**src/rtl/fmult_share_arbiter.sv**
```systemverilog
// Round-robin share of one combinational FloatMult among NUM_REQ requesters; accept-to-resp_valid is 2 edges, 1 result/cycle.
// Backpressure: a stalled response holds stage B, which freezes stage A and drops req_ready to zero.
module FloatMult (
    input  logic [31:0] floatA,
    input  logic [31:0] floatB,
    output logic [31:0] floatProd
);
    logic        sign;
    logic [7:0]  ea;
    logic [7:0]  eb;
    logic [47:0] mprod;
    logic [9:0]  esum;
    logic [9:0]  efin;
    logic [22:0] mant;
    logic        guard;
    logic        sticky;
    logic        rnd;
    logic [23:0] mrnd;

    always_comb begin
        sign   = floatA[31] ^ floatB[31];
        ea     = floatA[30:23];
        eb     = floatB[30:23];
        mprod  = {24'd0, 1'b1, floatA[22:0]} * {24'd0, 1'b1, floatB[22:0]};
        esum   = {2'b00, ea} + {2'b00, eb} + {9'd0, mprod[47]} - 10'd127;
        mant   = mprod[47] ? mprod[46:24] : mprod[45:23];
        guard  = mprod[47] ? mprod[23] : mprod[22];
        sticky = mprod[47] ? (|mprod[22:0]) : (|mprod[21:0]);
        // Round to nearest, ties to even; a mantissa carry bumps the exponent.
        rnd    = guard & (sticky | mant[0]);
        mrnd   = {1'b0, mant} + {23'd0, rnd};
        efin   = esum + {9'd0, mrnd[23]};
        if (ea == 8'd0 || eb == 8'd0) begin
            floatProd = {sign, 31'd0};
        end else if (ea == 8'hFF || eb == 8'hFF) begin
            floatProd = {sign, 8'hFF, (ea == 8'hFF ? floatA[22:0] : 23'd0) | (eb == 8'hFF ? floatB[22:0] : 23'd0)};
        end else if (efin[9] || efin == 10'd0) begin
            floatProd = {sign, 31'd0};
        end else if (efin >= 10'd255) begin
            floatProd = {sign, 8'hFF, 23'd0};
        end else begin
            floatProd = {sign, efin[7:0], mrnd[22:0]};
        end
    end
endmodule

module fmult_share_arbiter #(
    parameter int NUM_REQ = 4,
    parameter int ID_W    = 2,
    parameter int CNT_W   = 16
) (
    input  logic                 clk,
    input  logic                 rst,
    input  logic [NUM_REQ-1:0]   req_valid,
    output logic [NUM_REQ-1:0]   req_ready,
    input  logic [NUM_REQ*32-1:0] req_a,
    input  logic [NUM_REQ*32-1:0] req_b,
    output logic                 resp_valid,
    input  logic                 resp_ready,
    output logic [ID_W-1:0]      resp_id,
    output logic [31:0]          resp_prod,
    output logic [CNT_W-1:0]     op_count
);
    logic              a_vld_q, a_vld_d;
    logic [31:0]       a_opa_q, a_opa_d;
    logic [31:0]       a_opb_q, a_opb_d;
    logic [ID_W-1:0]   a_id_q, a_id_d;
    logic [ID_W-1:0]   ptr_q, ptr_d;
    logic              b_vld_q, b_vld_d;
    logic [ID_W-1:0]   b_id_q, b_id_d;
    logic [31:0]       b_prod_q, b_prod_d;
    logic [CNT_W-1:0]  cnt_q, cnt_d;

    logic              stall_b;
    logic              adv_a;
    logic              can_accept;
    logic              accept;
    logic              gnt_vld;
    int                gnt_int;
    logic [ID_W-1:0]   gnt_idx;
    logic [2*NUM_REQ-1:0] scan;
    logic [31:0]       mult_prod;

    FloatMult u_fmult (
        .floatA    (a_opa_q),
        .floatB    (a_opb_q),
        .floatProd (mult_prod)
    );

    // Rotate a doubled copy so bit 0 is the requester just after the pointer.
    always_comb begin
        gnt_vld = 1'b0;
        gnt_int = 0;
        scan    = {req_valid, req_valid} >> (int'(ptr_q) + 1);
        for (int j = 0; j < NUM_REQ; j++) begin
            if (!gnt_vld && scan[0]) begin
                gnt_vld = 1'b1;
                gnt_int = (int'(ptr_q) + 1 + j) % NUM_REQ;
            end
            scan = scan >> 1;
        end
        gnt_idx = ID_W'(gnt_int);
    end

    assign stall_b    = b_vld_q & ~resp_ready;
    assign adv_a      = a_vld_q & ~stall_b;
    assign can_accept = ~a_vld_q | adv_a;
    assign accept     = can_accept & gnt_vld;
    assign req_ready  = accept ? (NUM_REQ'(1) << gnt_idx) : '0;

    always_comb begin
        a_vld_d  = a_vld_q;
        a_opa_d  = a_opa_q;
        a_opb_d  = a_opb_q;
        a_id_d   = a_id_q;
        ptr_d    = ptr_q;
        b_vld_d  = b_vld_q;
        b_id_d   = b_id_q;
        b_prod_d = b_prod_q;
        cnt_d    = cnt_q;
        if (accept) begin
            a_vld_d = 1'b1;
            a_opa_d = 32'(req_a >> (32 * gnt_int));
            a_opb_d = 32'(req_b >> (32 * gnt_int));
            a_id_d  = gnt_idx;
            ptr_d   = gnt_idx;
        end else if (adv_a) begin
            a_vld_d = 1'b0;
        end
        if (!stall_b) begin
            b_vld_d = a_vld_q;
            if (a_vld_q) begin
                b_prod_d = mult_prod;
                b_id_d   = a_id_q;
            end
        end
        if (b_vld_q && resp_ready) begin
            cnt_d = cnt_q + CNT_W'(1);
        end
    end

    always_ff @(posedge clk) begin
        if (rst) begin
            a_vld_q  <= 1'b0;
            a_opa_q  <= '0;
            a_opb_q  <= '0;
            a_id_q   <= '0;
            ptr_q    <= ID_W'(NUM_REQ - 1);
            b_vld_q  <= 1'b0;
            b_id_q   <= '0;
            b_prod_q <= '0;
            cnt_q    <= '0;
        end else begin
            a_vld_q  <= a_vld_d;
            a_opa_q  <= a_opa_d;
            a_opb_q  <= a_opb_d;
            a_id_q   <= a_id_d;
            ptr_q    <= ptr_d;
            b_vld_q  <= b_vld_d;
            b_id_q   <= b_id_d;
            b_prod_q <= b_prod_d;
            cnt_q    <= cnt_d;
        end
    end

    assign resp_valid = b_vld_q;
    assign resp_id    = b_id_q;
    assign resp_prod  = b_prod_q;
    assign op_count   = cnt_q;
endmodule

```
**config.mk**
```make
export PLATFORM = sky130hd
export DESIGN_NAME = fmult_share_arbiter
export DESIGN_NICKNAME = d
export VERILOG_FILES = /design/src/rtl/fmult_share_arbiter.sv
export SDC_FILE = /design/constraint.sdc
export NUM_CORES = 2
export LEC_CHECK = 0
export CORE_MARGIN = 5
export CORE_UTILIZATION = 40
export CTS_CLUSTER_DIAMETER = 80
export DETAILED_ROUTE_END_ITERATION = 8
export DONT_BUFFER_PORTS = 1
export PLACE_DENSITY = 0.59
export SLEW_MARGIN = 20
export SYNTH_ARGS = -nofsm -noshare
export SYNTH_HDL_FRONTEND = slang
export SYNTH_SLANG_ARGS = --single-unit
```
**constraint.sdc**
```tcl
create_clock -name clk -period 17.15 [get_ports clk]
set_input_delay 5.145 -clock clk [delete_from_list [all_inputs] [get_ports clk]]
set_output_delay 5.145 -clock clk [all_outputs]
set_load 0.02 [all_outputs]
```
# == Word level (Yosys, flattened, before mapping) ==
# Cells that the tools add are included.
# word_totals
reg_bits,120
output_inout_bits,55
in_bits,263
wordCells,83
# classes
n_bitwise,15
reduce_logical,21
magnitude_cmp,1
n_mul,1
shift,4
n_addsub,10
muxes,20
eq_ne,2
# op_table
cell,n
>> shifter 128 x 32 -> 32 bit,2
two-way mux 31 bit,4
two-way mux 27 bit,4
two-way mux 23 bit,3
multiplier 24 x 24 -> 48 bit,1
adder 23 x 1 -> 24 bit,1
OR 23 bit,1
OR reduction 23 bit,1
OR reduction 22 bit,1
adder 10 x 1 -> 10 bit,2
"adder 16 x 1 -> 16 bit, second input constant",1
"equality test 8 bit, second input constant",2
logical NOT 8 bit,2
">= comparator 10 x 8 -> 1 bit, second input constant",1
logical NOT 10 bit,1
"subtractor 10 x 7 -> 10 bit, second input constant",1
adder 8 x 8 -> 9 bit,1
two-way mux 1 bit,8
OR reduction 2 bit,4
>> shifter 8 x 3 -> 4 bit,1
"adder 2 bit, second input constant",2
bitwise AND 1 bit,4
"bitwise AND 1 bit, first input constant",4
logical AND 1 bit,4
11 further kinds,18

# == Depth between registers and ports, before layout ==
# logic_depth
depth_word,14
ltp_mapped,44
ltp_nobuf,40

# == Hierarchy ==
# Synthesis repeated with hierarchy kept, for this count alone.
# unflattened
hier_cells,3270
hier_area_um2,28159.5
# modules_own_cells
mod,area_per_inst_um2,instances,cells_each
FloatMult,22027.4,1,2638
fmult_share_arbiter,6132.1,1,632

# == Least setup slack after synthesis ==
# OpenSTA, ideal clock, no wires.
# synth_path
kind,input -> output
start,input req_valid[3]
end,output req_ready[0]
arrival_time_ns,6.805
path_buffers,2
setup_slack_ns,5.200
required_ns,12.005
path_stages,6
cell_sequence,nor2b_1 o21a_1 nor3_1 clkbuf_1 clkbuf_1 and3_1
# synth_via
elab_chain_len,13
# synth_rtl
element,line,text
from (decl),54,"input logic [NUM_REQ-1:0] req_valid,"
>> shifter 8 x 3 -> 4 bit *,94,"scan = {req_valid, req_valid} >> (int'(ptr_q) + 1);"
two-way mux 1 bit,96,if (!gnt_vld && scan[0]) begin
logical NOT 1 bit,96,
logical AND 1 bit,96,
two-way mux 1 bit,96,
logical NOT 1 bit,96,
logical AND 1 bit,96,
two-way mux 1 bit,96,
logical NOT 1 bit,96,
logical AND 1 bit,96,
two-way mux 27 bit or two-way mux 1 bit (tied branches),96,
<< shifter 1 x 2 -> 4 bit or bitwise AND 1 bit (tied branches),"109, 108",
two-way mux 4 bit *,109,assign req_ready = accept ? (NUM_REQ'(1) << gnt_idx) : '0;
to (decl),55,"output logic [NUM_REQ-1:0] req_ready,"
# Every way passes the cells marked *; elsewhere a longest branch is shown, timed or not.

# == Worst setup path after layout ==
# layout_path
start,register a_opb_q[8]
end,"register b_prod_q[8], in the netlist resp_prod[8]"
# layout_via
elab_chain_len,12
# layout_rtl
element,line,text
from (decl),66,"logic [31:0] a_opb_q, a_opb_d;"
from (signal assigned),156,a_opb_q <= a_opb_d;
multiplier 24 x 24 -> 48 bit,24,"mprod = {24'd0, 1'b1, floatA[22:0]} * {24'd0, 1'b1, floatB[22:0]};"
OR reduction 23 bit or OR reduction 22 bit (tied branches),28,sticky = mprod[47] ? (|mprod[22:0]) : (|mprod[21:0]);
two-way mux 1 bit,28,
OR 1 bit,30,rnd = guard & (sticky | mant[0]);
bitwise AND 1 bit,30,
adder 23 x 1 -> 24 bit,31,"mrnd = {1'b0, mant} + {23'd0, rnd};"
adder 10 x 1 -> 10 bit,32,"efin = esum + {9'd0, mrnd[23]};"
>= comparator 10 x 8 -> 1 bit or logical NOT 10 bit (tied branches),"39, 37",
two-way mux 31 bit or logical OR 1 bit (tied branches),"39, 37",
two-way mux 31 bit,37,end else if (efin[9] || efin == 10'd0) begin
two-way mux 31 bit *,35,end else if (ea == 8'hFF || eb == 8'hFF) begin
two-way mux 31 bit *,33,if (ea == 8'd0 || eb == 8'd0) begin
to (signal assigned),161,b_prod_q <= b_prod_d;
to (decl),71,"logic [31:0] b_prod_q, b_prod_d;"
# Marks and branches as above.
# A chain may end at the register's enable or synchronous reset.

==> results.tsv <==
metric	value	unit
synth_top_area_share	0.3506	
cts_hold_buf	0	
finalHoldViolations	0	
design.die.area	74440	sq um
synth_cell_types	90	
syn_to_final_growth	5.166	%
finalCritPeriodShare	0.7534	
path_clk_slew	80	ps
worstPathRequired	17550	ps
syn_area	27640	sq um
tightest_slew	1030	ps
place_congestion	0.9346	
clock_sinks	120	
vias_per_cell	5.480	
yosys.area.top_type	fa_1	
dpl.hpwl	71.87	mm
skew	23.02	ps
layout_min_cycle_time	12920	ps
nets	4174	
hold_path.class	flop to flop	
drtPass1Iterations	6	
grt_max_degree	116	
antenna_found_initial	1	
initial_core_util	0.4029	
mappedNetlistNets	4298	
yosysWarnings	0	
nFillCells	6996	
cts_made_buffers	17	
cts_tree	yes	
worst_ep_arrival_time	13320	ps
wire_per_inst	21.93	microns
synthFlopType	dfxtp_1	
worstReg2RegStart	a_opb_q[8]	
drc	0	
synth_area_per_cell	8.215	sq um
end_kind	flop	
num_rows	96	
wl	91.77	mm
synth.area.top_cells	fa_1, dfxtp_1, ha_1	
crit_fanout	18	
met1_usage	0.3127	
slew_headroom	0.3109	
ant_nets	0	
fp.dieW	272.8	microns
met3_usage	0.05031	
slowest_delay	820	ps
io_pins	318	
worst_setup_path_startpoint	a_opb_q[8]	
max_freq	77.40	MHz
path_common_cell	fa_1	
core_region_area	68590	sq um
maxCapViolCount	0	
grt_pass1_wl	144.0	mm
fin_tns_setup	0	ps
report.final.slew_viol_count	0	
hold_slack	462.0	ps
seq_area_frac_synth	0.08693	
hold_start	a_id_q[0]	
post_cts_resized	0	
status	complete, no violations	
grt_use_met2	0.4416	
io_buffers	0	
syn_inst	3364	
reg2reg_slack	4230	ps
dieHeight	272.8	microns
busiest_layer	met2	
drive_gt1_frac	0.04119	
detail_route.iter0.violations	1620	
setup_viol	0	
grt_pass1_vias	24240	
critPathSlowestCell	dfxtp_1	
async_flop_share	0	
ys_ff_latch	120	
insertion_delay	460	ps
cts_max_level	4	
final_util	0.4237	
synth_edf_count	0	
cts_root_buffer	clkbuf_16	
vias	22940	
critPathBufInv	7	
clockBufferDepth	2	
overflow	0	
cts_setup_buffers	0	
start_kind	flop	
critical_path_class	flop to flop	
cp_top_family	adder cells	
rsz0062_at_grt	false	
grt_use_total	0.2493	
[Yosys cell counts, types with 6 or more instances]
cell / instances
a211o_1: 7
a211oi_1: 78
a21o_1: 24
a21oi_1: 149
a22o_1: 14
a22oi_1: 25
a311oi_1: 64
a31oi_1: 11
and2_1: 312
and3_1: 21
buf_1: 15
buf_2: 14
clkbuf_1: 168
dfxtp_1: 120
fa_1: 484
ha_1: 187
inv_1: 596
mux2i_1: 6
nand2_1: 480
nand2b_1: 13
nand3_1: 18
nand4_1: 22
nor2_1: 188
nor3_1: 22
nor4_1: 15
o211ai_1: 14
o21a_1: 15
o21ai_0: 53
o21ai_1: 9
o21bai_1: 9
o22ai_1: 10
xnor2_1: 54
xor2_1: 28
[stage by stage]
stage | setup slack, ps | std cells | instance area [sq um]
2_1_floorplan | 5200 | 3364 | 27640
3_3_place_gp | 4849 | 4152 | 28480
3_5_place_dp | 4460 | 4152 | 28480
4_1_cts | 4338 | 4184 | 29050
5_1_grt | 3247 | 4184 | 29060
6_report | 4229 | 4185 | 29060
[cells in the final DEF (no fill, tap or decap), types with 17 or more instances in the layout]
cell | Yosys | routed
nor3_1 | 22 | 21
inv_1 | 596 | 596
a21o_1 | 24 | 23
nand4_1 | 22 | 22
xor2_1 | 28 | 28
clkbuf_16 | 0 | 17
nand2_1 | 480 | 480
nand3_1 | 18 | 18
and3_1 | 21 | 21
fa_1 | 484 | 484
and2_1 | 312 | 312
ha_1 | 187 | 187
nor2_1 | 188 | 185
dfxtp_1 | 120 | 120
a311oi_1 | 64 | 63
a21oi_1 | 149 | 148
a22oi_1 | 25 | 25
buf_4 | 1 | 57
a211oi_1 | 78 | 77
xnor2_1 | 54 | 54
o21ai_0 | 53 | 53
[sequential cells by signal, summed over array words and instances (netlist names)]
register and count:
a_opb_q 32, a_id_q 2, op_count 16, resp_id 2, resp_prod 32, ptr_q 2, a_vld_q 1, a_opa_q 32
resp_valid 1
[worst paths after layout]
| check | endpoint | cells past startpoint |
|---|---|---|
| worst max-delay path | resp_prod[8] | 39 |
| worst min-delay path | resp_id[0] | 2 |
| worst max register to register | resp_prod[8] | 39 |
| worst min register to register | resp_id[0] | 2 |
[metal layers]
layer / wire [microns] / share of wire
met1: 37240 / 0.41
met2: 45750 / 0.50
met3: 6403 / 0.070
met4: 2368 / 0.026
met5: 0 / 0
[kinds of logic after synthesis]
logic type	synth area share
AND/OR/NAND/NOR	0.1969
flip-flops	0.08693
adder cells (fa/ha/maj)	0.4353
multiplexers	0.002173
XOR/XNOR	0.02658
AO/OA/AOI/OAI	0.1423
buffers and inverters	0.1098
[final cells by class]
cell class | instances | area (sq um) | share of cell area
inverters | 599 | 2248 | 0.07736
multi-input cells | 2445 | 22250 | 0.7655
diodes | 1 | 2.502 | 0.00008610
well taps | 931 | 1165 | 0.04008
clock inverters | 14 | 140.1 | 0.004822
repair buffers | 57 | 427.9 | 0.01472
clock buffers | 18 | 429.2 | 0.01477
flip-flops and latches | 120 | 2402 | 0.08266
[tightest hold or removal path, delay by kind of cell (launching register included)]
kind | cells | cell delay, ps
and+or+nand+nor | 1 | 60
DFF | 1 | 310
AOI/OAI and AO/OA | 1 | 50
Power is not shown: default switching activity piles up to over one toggle a cycle in this logic, so the estimate is an artifact.
